### src/rtl/matvec_pkg.sv
// Shared definitions for the matrix-vector sequencer:
// CPU and engine register maps, engine command codes, FSM states.
package matvec_pkg;

    localparam logic [5:0] R_CTRL     = 6'h00;
    localparam logic [5:0] R_LENGTH   = 6'h01;
    localparam logic [5:0] R_NUM_ROWS = 6'h02;
    localparam logic [5:0] R_ADDR_MAT = 6'h03;
    localparam logic [5:0] R_STRIDE   = 6'h04;
    localparam logic [5:0] R_ADDR_VEC = 6'h05;
    localparam logic [5:0] R_ROW_IDX  = 6'h06;
    localparam logic [5:0] R_SAT      = 6'h07;
    localparam logic [5:0] R_RES_IDX  = 6'h08;
    localparam logic [5:0] R_RES_DATA = 6'h09;

    localparam logic [7:0] E_CTRL   = 8'h00;
    localparam logic [7:0] E_LENGTH = 8'h04;
    localparam logic [7:0] E_RES_LO = 8'h08;
    localparam logic [7:0] E_RES_HI = 8'h0C;
    localparam logic [7:0] E_ADDR_A = 8'h10;
    localparam logic [7:0] E_ADDR_B = 8'h14;

    localparam logic [31:0] CTRL_PRELOAD = 32'd5;
    localparam logic [31:0] CTRL_CACHED  = 32'd3;

    typedef enum logic [3:0] {
        S_IDLE,
        S_WR_LEN,
        S_WR_VEC,
        S_WR_PRE,
        S_POLL_B,
        S_WR_ROW,
        S_WR_GO,
        S_POLL_ROW,
        S_RD_LO,
        S_RD_HI,
        S_STORE,
        S_NEXT,
        S_DRAIN
    } state_e;

endpackage

### src/rtl/dp_reg_master.sv
// One-shot engine register access: a held request becomes a single
// dp_valid pulse, always followed by at least one idle cycle.
module dp_reg_master (
    input  logic        clk,
    input  logic        reset,
    input  logic        req_i,
    input  logic        write_i,
    input  logic [7:0]  addr_i,
    input  logic [31:0] wdata_i,
    output logic        dp_valid_o,
    output logic        dp_write_o,
    output logic [7:0]  dp_addr_o,
    output logic [31:0] dp_wdata_o,
    input  logic [31:0] dp_rdata_i,
    input  logic        dp_ready_i,
    output logic        done_o,
    output logic [31:0] rdata_o
);

    logic        valid_q;
    logic        write_q;
    logic [7:0]  addr_q;
    logic [31:0] wdata_q;
    logic        launch;

    // The pulse cycle itself blocks a relaunch, which yields the gap.
    assign launch = req_i && !valid_q;

    always_ff @(posedge clk) begin
        if (reset) begin
            valid_q <= 1'b0;
            write_q <= 1'b0;
            addr_q  <= '0;
            wdata_q <= '0;
        end else begin
            valid_q <= launch;
            write_q <= launch && write_i;
            addr_q  <= launch ? addr_i : '0;
            wdata_q <= launch ? wdata_i : '0;
        end
    end

    assign dp_valid_o = valid_q;
    assign dp_write_o = write_q;
    assign dp_addr_o  = addr_q;
    assign dp_wdata_o = wdata_q;
    assign done_o     = valid_q && dp_ready_i;
    assign rdata_o    = dp_rdata_i;

endmodule

### src/rtl/matvec_sequencer.sv
// Runs y = M*x on the dot-product engine one row at a time and keeps
// the rescaled Q16.16 results in a local result RAM.
module matvec_sequencer
    import matvec_pkg::*;
#(
    parameter int MAX_ROWS   = 64,
    parameter int MAX_LENGTH = 512,
    parameter int FRAC_SHIFT = 16
) (
    input  logic        clk,
    input  logic        reset,
    input  logic        reg_valid,
    input  logic        reg_write,
    input  logic [7:0]  reg_addr,
    input  logic [31:0] reg_wdata,
    output logic [31:0] reg_rdata,
    output logic        reg_ready,
    output logic        dp_valid,
    output logic        dp_write,
    output logic [7:0]  dp_addr,
    output logic [31:0] dp_wdata,
    input  logic [31:0] dp_rdata,
    input  logic        dp_ready
);

    localparam int IW = $clog2(MAX_ROWS);

    state_e      state_q, state_d;
    logic        acc_q;
    logic [9:0]  len_q;
    logic [31:0] rows_q;
    logic [23:0] mat_q, stride_q, vec_q, row_addr_q;
    logic [31:0] row_idx_q, sat_q, lo_q, hi_q;
    logic [IW-1:0] res_idx_q;
    logic        abort_q, started_q, done_q, aborted_q, err_q;
    logic [31:0] ram_q [MAX_ROWS];

    logic        busy, wr_fire, rd_fire, cfg_bad, start_ok;
    logic        abort_go, more_rows;
    logic [5:0]  widx;
    logic        req, req_wr;
    logic [7:0]  req_addr;
    logic [31:0] req_wdata, dp_rd;
    logic        dp_done;
    logic        unused_ok;

    logic signed [63:0] acc_s, shr_s;
    logic        sat_hi, sat_lo;
    logic [31:0] res_val;

    assign widx      = reg_addr[7:2];
    assign unused_ok = ^reg_addr[1:0];
    assign reg_ready = reg_valid;
    assign busy      = (state_q != S_IDLE);
    assign wr_fire   = reg_valid && reg_write && !acc_q;
    assign rd_fire   = reg_valid && !reg_write && !acc_q
                       && (widx == R_RES_DATA);

    assign cfg_bad = (len_q == '0)
                  || ({22'd0, len_q} > 32'(MAX_LENGTH))
                  || (rows_q == '0)
                  || (rows_q > 32'(MAX_ROWS));

    assign start_ok = wr_fire && (widx == R_CTRL) && !busy
                      && reg_wdata[0] && !reg_wdata[1] && !cfg_bad;

    assign more_rows = (row_idx_q + 32'd1) < rows_q;

    // Abort takes effect only between accesses, never mid-pulse.
    assign abort_go = abort_q && busy && (state_q != S_DRAIN) && !dp_valid;

    assign acc_s  = {hi_q, lo_q};
    assign shr_s  = acc_s >>> FRAC_SHIFT;
    assign sat_hi = !shr_s[63] && (|shr_s[62:31]);
    assign sat_lo = shr_s[63] && !(&shr_s[62:31]);
    assign res_val = sat_hi ? 32'h7FFF_FFFF :
                     sat_lo ? 32'h8000_0000 : shr_s[31:0];

    dp_reg_master u_master (
        .clk        (clk),
        .reset      (reset),
        .req_i      (req),
        .write_i    (req_wr),
        .addr_i     (req_addr),
        .wdata_i    (req_wdata),
        .dp_valid_o (dp_valid),
        .dp_write_o (dp_write),
        .dp_addr_o  (dp_addr),
        .dp_wdata_o (dp_wdata),
        .dp_rdata_i (dp_rdata),
        .dp_ready_i (dp_ready),
        .done_o     (dp_done),
        .rdata_o    (dp_rd)
    );

    always_ff @(posedge clk) begin
        if (reset) state_q <= S_IDLE;
        else       state_q <= state_d;
    end

    always_comb begin
        state_d   = state_q;
        req       = 1'b0;
        req_wr    = 1'b0;
        req_addr  = E_CTRL;
        req_wdata = '0;
        unique case (state_q)
            S_IDLE: if (start_ok) state_d = S_WR_LEN;
            S_WR_LEN: begin
                req = 1'b1; req_wr = 1'b1;
                req_addr = E_LENGTH; req_wdata = {22'd0, len_q};
                if (dp_done) state_d = S_WR_VEC;
            end
            S_WR_VEC: begin
                req = 1'b1; req_wr = 1'b1;
                req_addr = E_ADDR_B; req_wdata = {8'd0, vec_q};
                if (dp_done) state_d = S_WR_PRE;
            end
            S_WR_PRE: begin
                req = 1'b1; req_wr = 1'b1; req_wdata = CTRL_PRELOAD;
                if (dp_done) state_d = S_POLL_B;
            end
            S_POLL_B: begin
                req = 1'b1;
                if (dp_done && !dp_rd[0]) state_d = S_WR_ROW;
            end
            S_WR_ROW: begin
                req = 1'b1; req_wr = 1'b1;
                req_addr = E_ADDR_A; req_wdata = {8'd0, row_addr_q};
                if (dp_done) state_d = S_WR_GO;
            end
            S_WR_GO: begin
                req = 1'b1; req_wr = 1'b1; req_wdata = CTRL_CACHED;
                if (dp_done) state_d = S_POLL_ROW;
            end
            S_POLL_ROW: begin
                req = 1'b1;
                if (dp_done && !dp_rd[0]) state_d = S_RD_LO;
            end
            S_RD_LO: begin
                req = 1'b1; req_addr = E_RES_LO;
                if (dp_done) state_d = S_RD_HI;
            end
            S_RD_HI: begin
                req = 1'b1; req_addr = E_RES_HI;
                if (dp_done) state_d = S_STORE;
            end
            S_STORE: state_d = S_NEXT;
            S_NEXT:  state_d = more_rows ? S_WR_ROW : S_IDLE;
            S_DRAIN: begin
                req = 1'b1;
                if (dp_done && !dp_rd[0]) state_d = S_IDLE;
            end
            default: state_d = S_IDLE;
        endcase
        if (abort_go) begin
            req     = 1'b0;
            state_d = started_q ? S_DRAIN : S_IDLE;
        end
    end

    always_ff @(posedge clk) begin
        if (reset) begin
            acc_q      <= 1'b0;
            len_q      <= '0;
            rows_q     <= '0;
            mat_q      <= '0;
            stride_q   <= '0;
            vec_q      <= '0;
            row_addr_q <= '0;
            row_idx_q  <= '0;
            sat_q      <= '0;
            lo_q       <= '0;
            hi_q       <= '0;
            res_idx_q  <= '0;
            abort_q    <= 1'b0;
            started_q  <= 1'b0;
            done_q     <= 1'b0;
            aborted_q  <= 1'b0;
            err_q      <= 1'b0;
        end else begin
            acc_q <= reg_valid;
            if (wr_fire) begin
                case (widx)
                    R_CTRL: begin
                        if (busy && reg_wdata[1])
                            abort_q <= 1'b1;
                        else if (!busy && reg_wdata[0] && !reg_wdata[1] && cfg_bad)
                            err_q <= 1'b1;
                    end
                    R_LENGTH:   if (!busy) len_q    <= reg_wdata[9:0];
                    R_NUM_ROWS: if (!busy) rows_q   <= reg_wdata;
                    R_ADDR_MAT: if (!busy) mat_q    <= reg_wdata[23:0];
                    R_STRIDE:   if (!busy) stride_q <= reg_wdata[23:0];
                    R_ADDR_VEC: if (!busy) vec_q    <= reg_wdata[23:0];
                    R_RES_IDX:  res_idx_q <= reg_wdata[IW-1:0];
                    default: ;
                endcase
            end
            if (start_ok) begin
                done_q     <= 1'b0;
                aborted_q  <= 1'b0;
                err_q      <= 1'b0;
                row_idx_q  <= '0;
                sat_q      <= '0;
                row_addr_q <= mat_q;
                started_q  <= 1'b0;
            end
            if (rd_fire) res_idx_q <= res_idx_q + IW'(1);
            if (state_q == S_RD_LO && dp_done) lo_q <= dp_rd;
            if (state_q == S_RD_HI && dp_done) hi_q <= dp_rd;
            if ((state_q == S_WR_PRE || state_q == S_WR_GO) && dp_done)
                started_q <= 1'b1;
            if (state_q == S_STORE && !abort_q && (sat_hi || sat_lo)
                && sat_q != '1)
                sat_q <= sat_q + 32'd1;
            if (state_q == S_NEXT && !abort_q) begin
                row_idx_q  <= row_idx_q + 32'd1;
                row_addr_q <= row_addr_q + stride_q;
                if (!more_rows) done_q <= 1'b1;
            end
            if (busy && state_d == S_IDLE) begin
                abort_q <= 1'b0;
                if (abort_q) aborted_q <= 1'b1;
            end
        end
    end

    // Result RAM keeps its contents across reset.
    always_ff @(posedge clk) begin
        if (state_q == S_STORE && !abort_q)
            ram_q[row_idx_q[IW-1:0]] <= res_val;
    end

    always_comb begin
        reg_rdata = '0;
        case (widx)
            R_CTRL:     reg_rdata = {28'd0, err_q, aborted_q, done_q, busy};
            R_LENGTH:   reg_rdata = {22'd0, len_q};
            R_NUM_ROWS: reg_rdata = rows_q;
            R_ADDR_MAT: reg_rdata = {8'd0, mat_q};
            R_STRIDE:   reg_rdata = {8'd0, stride_q};
            R_ADDR_VEC: reg_rdata = {8'd0, vec_q};
            R_ROW_IDX:  reg_rdata = row_idx_q;
            R_SAT:      reg_rdata = sat_q;
            R_RES_IDX:  reg_rdata = 32'(res_idx_q);
            R_RES_DATA: reg_rdata = ram_q[res_idx_q];
            default: ;
        endcase
    end

endmodule

### config.mk
export PLATFORM = sky130hd
export DESIGN_NAME = matvec_sequencer
export DESIGN_NICKNAME = d
export VERILOG_FILES = /design/src/rtl/matvec_pkg.sv /design/src/rtl/dp_reg_master.sv /design/src/rtl/matvec_sequencer.sv
export SDC_FILE = /design/constraint.sdc
export NUM_CORES = 2
export LEC_CHECK = 0
export CORE_ASPECT_RATIO = 0.8
export CORE_MARGIN = 1
export CORE_UTILIZATION = 50
export CTS_CLUSTER_SIZE = 20
export DETAILED_ROUTE_END_ITERATION = 10
export GPL_TIMING_DRIVEN = 1
export PLACE_DENSITY = 0.66
export SETUP_SLACK_MARGIN = 0.5
export SKIP_LAST_GASP = 1
export SYNTH_ARGS = -nofsm -noshare
export SYNTH_HDL_FRONTEND = slang
export SYNTH_SLANG_ARGS = --single-unit
### constraint.sdc
create_clock -name clk -period 4.4 [get_ports clk]
set_clock_uncertainty 0.1 [all_clocks]
set_input_delay 0.88 -clock clk [delete_from_list [all_inputs] [get_ports clk]]
set_output_delay 0.88 -clock clk [all_outputs]
set_load 0.03 [all_outputs]
==> summary.txt <==
outcome: complete, but fails checks
failing checks: negative setup slack
Worst Tran Pin Value: 1.40 ns
Slew headroom: 6.73%
Internal Pwr Total: 34.3 mW
FFs w/ async S/R, synth: 0%
DR iter-0 viols: 7428
Psw: 8.65 mW
hold_ws: 0.356 ns
crit-path cells: buf_12 -> buf_16 -> buf_12 -> buf_12 -> mux4_2 -> mux4_2 -> mux4_2 -> nand2_2 -> nand4_1 -> buf_12
GPL Wtd Cong: 0.898
total grt overflow: 0
Routed Antenna Nets: 0
pin count of the biggest net entering global routing: 137
endpoints failing setup: 32
initial antenna violation count: 8
Yosys warnings: 0
Syn Area/Cell: 18.2 µm²
fmax: 192 MHz
DP Area: 0.102 mm²
synth-to-layout area growth: 17.5%
clk sinks: 2349
Via density: 6.37
fillers: 13386
crit path max fanout: 9
Slowest-stage cell, CP: mux4_2
Clk network pwr share: 43.2%
minimum clock period after layout: 5.21 ns
nets: 5767
H-tree depth: 4
Starting Density: 50.6%
I/O pin count: 152
worst-skew pair later-pin latency: 0.85 ns
design area: 0.110 mm²
RSZ-0062 raised after global routing: true
CORE AREA: 0.185 mm²
Sequential Power Share: 55.7%
max cap viols: 0
CP Buf/Inv Count: 5
final setup margin: -0.810 ns
cell depth of the worst flop-to-flop path: 15
drt total wl: 265 mm
dpl hpwl: 158 mm
Hold Path Class: register to register
R2R Path End: state_q[2]
Root Buffer: clkbuf_16
leakage: 34.1 nW
Critical Path Stages: 10
ys flop type: edfxtp_1
gr usage total: 28.0%
Cell variety after synth: 78
CTS buffer count: 216
VDD IR-drop max: 0.328 mV
DP Worst Slack: -0.100 ns
vias in the first global route: 51303
CP Capture Type: output pin
Core Util, Final: 59.4%
layout cells sized above 1: 28.2%
Critical Path RT: 3.42 ns
sequential area share after synthesis: 72.0%
Critical Path AT: 4.23 ns
kind of critical path: register to output pin
Reg2Reg Setup Slack: 0.65 ns
First-pass DRT Iterations: 8
most frequent cells in the layout: 2048 x edfxtp_1, 656 x mux4_2, 430 x nand2_1
most common cell after layout, fill and taps aside: edfxtp_1
Hold Path Origin: lo_q[30]
CTS tree: done
Die Span Y: 389 µm
Tot Pwr: 42.9 mW
Post-synth EDFFs: 2048
Comb power frac: 1.1%
CTS Buffer Depth: 3
wire per inst: 31.9 µm
cells after synthesis: 5157
FF-to-FF Start: row_idx_q[1]
kind of cell adding the most delay to the critical path: multiplexers
period utilization: 118%
row cnt: 141
most frequent CP cell: buf_12
Yosys reg bits: 2349
Die X: 486 µm
total number of vias: 53018
Clock transition at path regs: 0.07 ns
Residual DRC: 0
crit start category: register
synthesized cell area: 0.0937 mm²
Switching Share: 20.1%
pwr dens: 390 mW/mm²
# port buffers: 136
Worst path max stage delay: 0.65 ns
# hold bufs at CTS: 0
global-route wire length before repair: 374 mm
Critical path destination: reg_rdata[22]
Hold Fails Final Rpt: 0
final slew viol count: 0
die area: 0.189 mm²
## sequential cells by signal (all words and copies together), names as in the netlist, 3 cells and up, named ones only
name	count
state_q	4
lo_q	16
hi_q	32
rows_q	32
u_master.dp_wdata_o	24
sat_q	32
res_idx_q	6
row_addr_q	24
mat_q	24
ram_q	2048
vec_q	24
row_idx_q	32
len_q	10
u_master.dp_addr_o	3
stride_q	24
## kinds of logic after synthesis
logic type      synth area share, %
flops                          72.0
simple gates                   4.95
mux                            16.3
compound gates                 3.85
buf+inv                        1.64
fa+ha+maj                     0.782
xor+xnor                      0.439
other cells                 0.00400
## layer usage
layer,part of all wire (%),track usage (%),vias up
met5,0.013,0,-
met4,3.4,8.94,4
met3,11,6.78,437
met2,46,42.6,2979
met1,40,40.0,27817
li1,-,-,21781
## metrics by stage
step	TNS, ns	cells
after floorplan	0	5169
after global placement	-0.338	7847
after detailed placement	-0.332	7847
after CTS	-23.01	8289
after global routing	-24.24	8318
final	-21.73	8325
## worst min-delay path, delay by kind of cell, from the launching register on
family / cells / cell delay (ns)
and+or+nand+nor: 1 / 0.05
DFF: 1 / 0.31
AOI/OAI and AO/OA: 1 / 0.05
## how the worst min path moves through the flow
stage | slack (ns) | to | cells past startpoint
after floorplan | 0.34 | hi_q[0] | 2
after global placement | 0.35 | lo_q[16] | 2
after detailed placement | 0.35 | lo_q[30] | 2
after CTS | 0.36 | lo_q[30] | 2
after global routing | 0.37 | lo_q[30] | 2
final | 0.36 | lo_q[30] | 2
## layout make-up
cell class              instances  area [µm²]  area share, %
diodes                          7        17.5         0.0159
clock buffers                 271        5740           5.21
clock inverters               131        1180           1.08
inverters                      46         173          0.157
multi-input cells            2457       25800           23.4
flip-flops and latches       2349       67600           61.3
well taps                    2502        3130           2.84
repair buffers                562        6550           5.94
## Yosys cell counts (9+ instances only)
cell type / count / share of area [%]
edfxtp_1: 2048 / 66
mux4_2: 656 / 16
nand2_1: 451 / 1.8
dfxtp_1: 301 / 6.4
nor2_1: 291 / 1.2
a21oi_1: 285 / 1.5
clkbuf_1: 195 / 0.78
a22oi_1: 101 / 0.81
buf_2: 76 / 0.41
nand3_1: 71 / 0.38
o21ai_0: 63 / 0.34
ha_1: 57 / 0.76
nor3_1: 47 / 0.25
inv_1: 45 / 0.18
nand4_1: 42 / 0.28
mux2i_1: 36 / 0.38
xor2_1: 27 / 0.25
buf_1: 26 / 0.10
and3_1: 25 / 0.17
buf_4: 20 / 0.16
nor4_1: 20 / 0.13
or3_1: 20 / 0.13
xnor2_1: 20 / 0.19
a31oi_1: 19 / 0.13
a21o_1: 16 / 0.13
a221oi_1: 14 / 0.13
mux2_2: 13 / 0.16
nand2b_1: 12 / 0.080
nor2b_1: 11 / 0.073
nand3b_1: 10 / 0.080
a211oi_1: 9 / 0.072
o21a_1: 9 / 0.072
## power groups by stage
| stage | combinational, mW | clock [mW] | sequential (mW) |
|---|---|---|---|
| floorplan | 0.238 | 0 | 24.4 |
| global placement | 0.461 | 0 | 24.4 |
| detailed placement | 0.467 | 0 | 24.4 |
| CTS | 0.479 | 18.7 | 23.9 |
| global route | 0.513 | 19.6 | 23.9 |
| finish | 0.491 | 18.5 | 23.9 |
## repair_timing
action / in CTS / in global routing
gates cloned: 7 / 6
endpoints found under the setup margin: 36 / 37
gates resized for setup: 83 / 62
setup buffers: 33 / 23
pin swaps: 21 / 25
No activity file was read; power rests on OpenSTA's default activity.
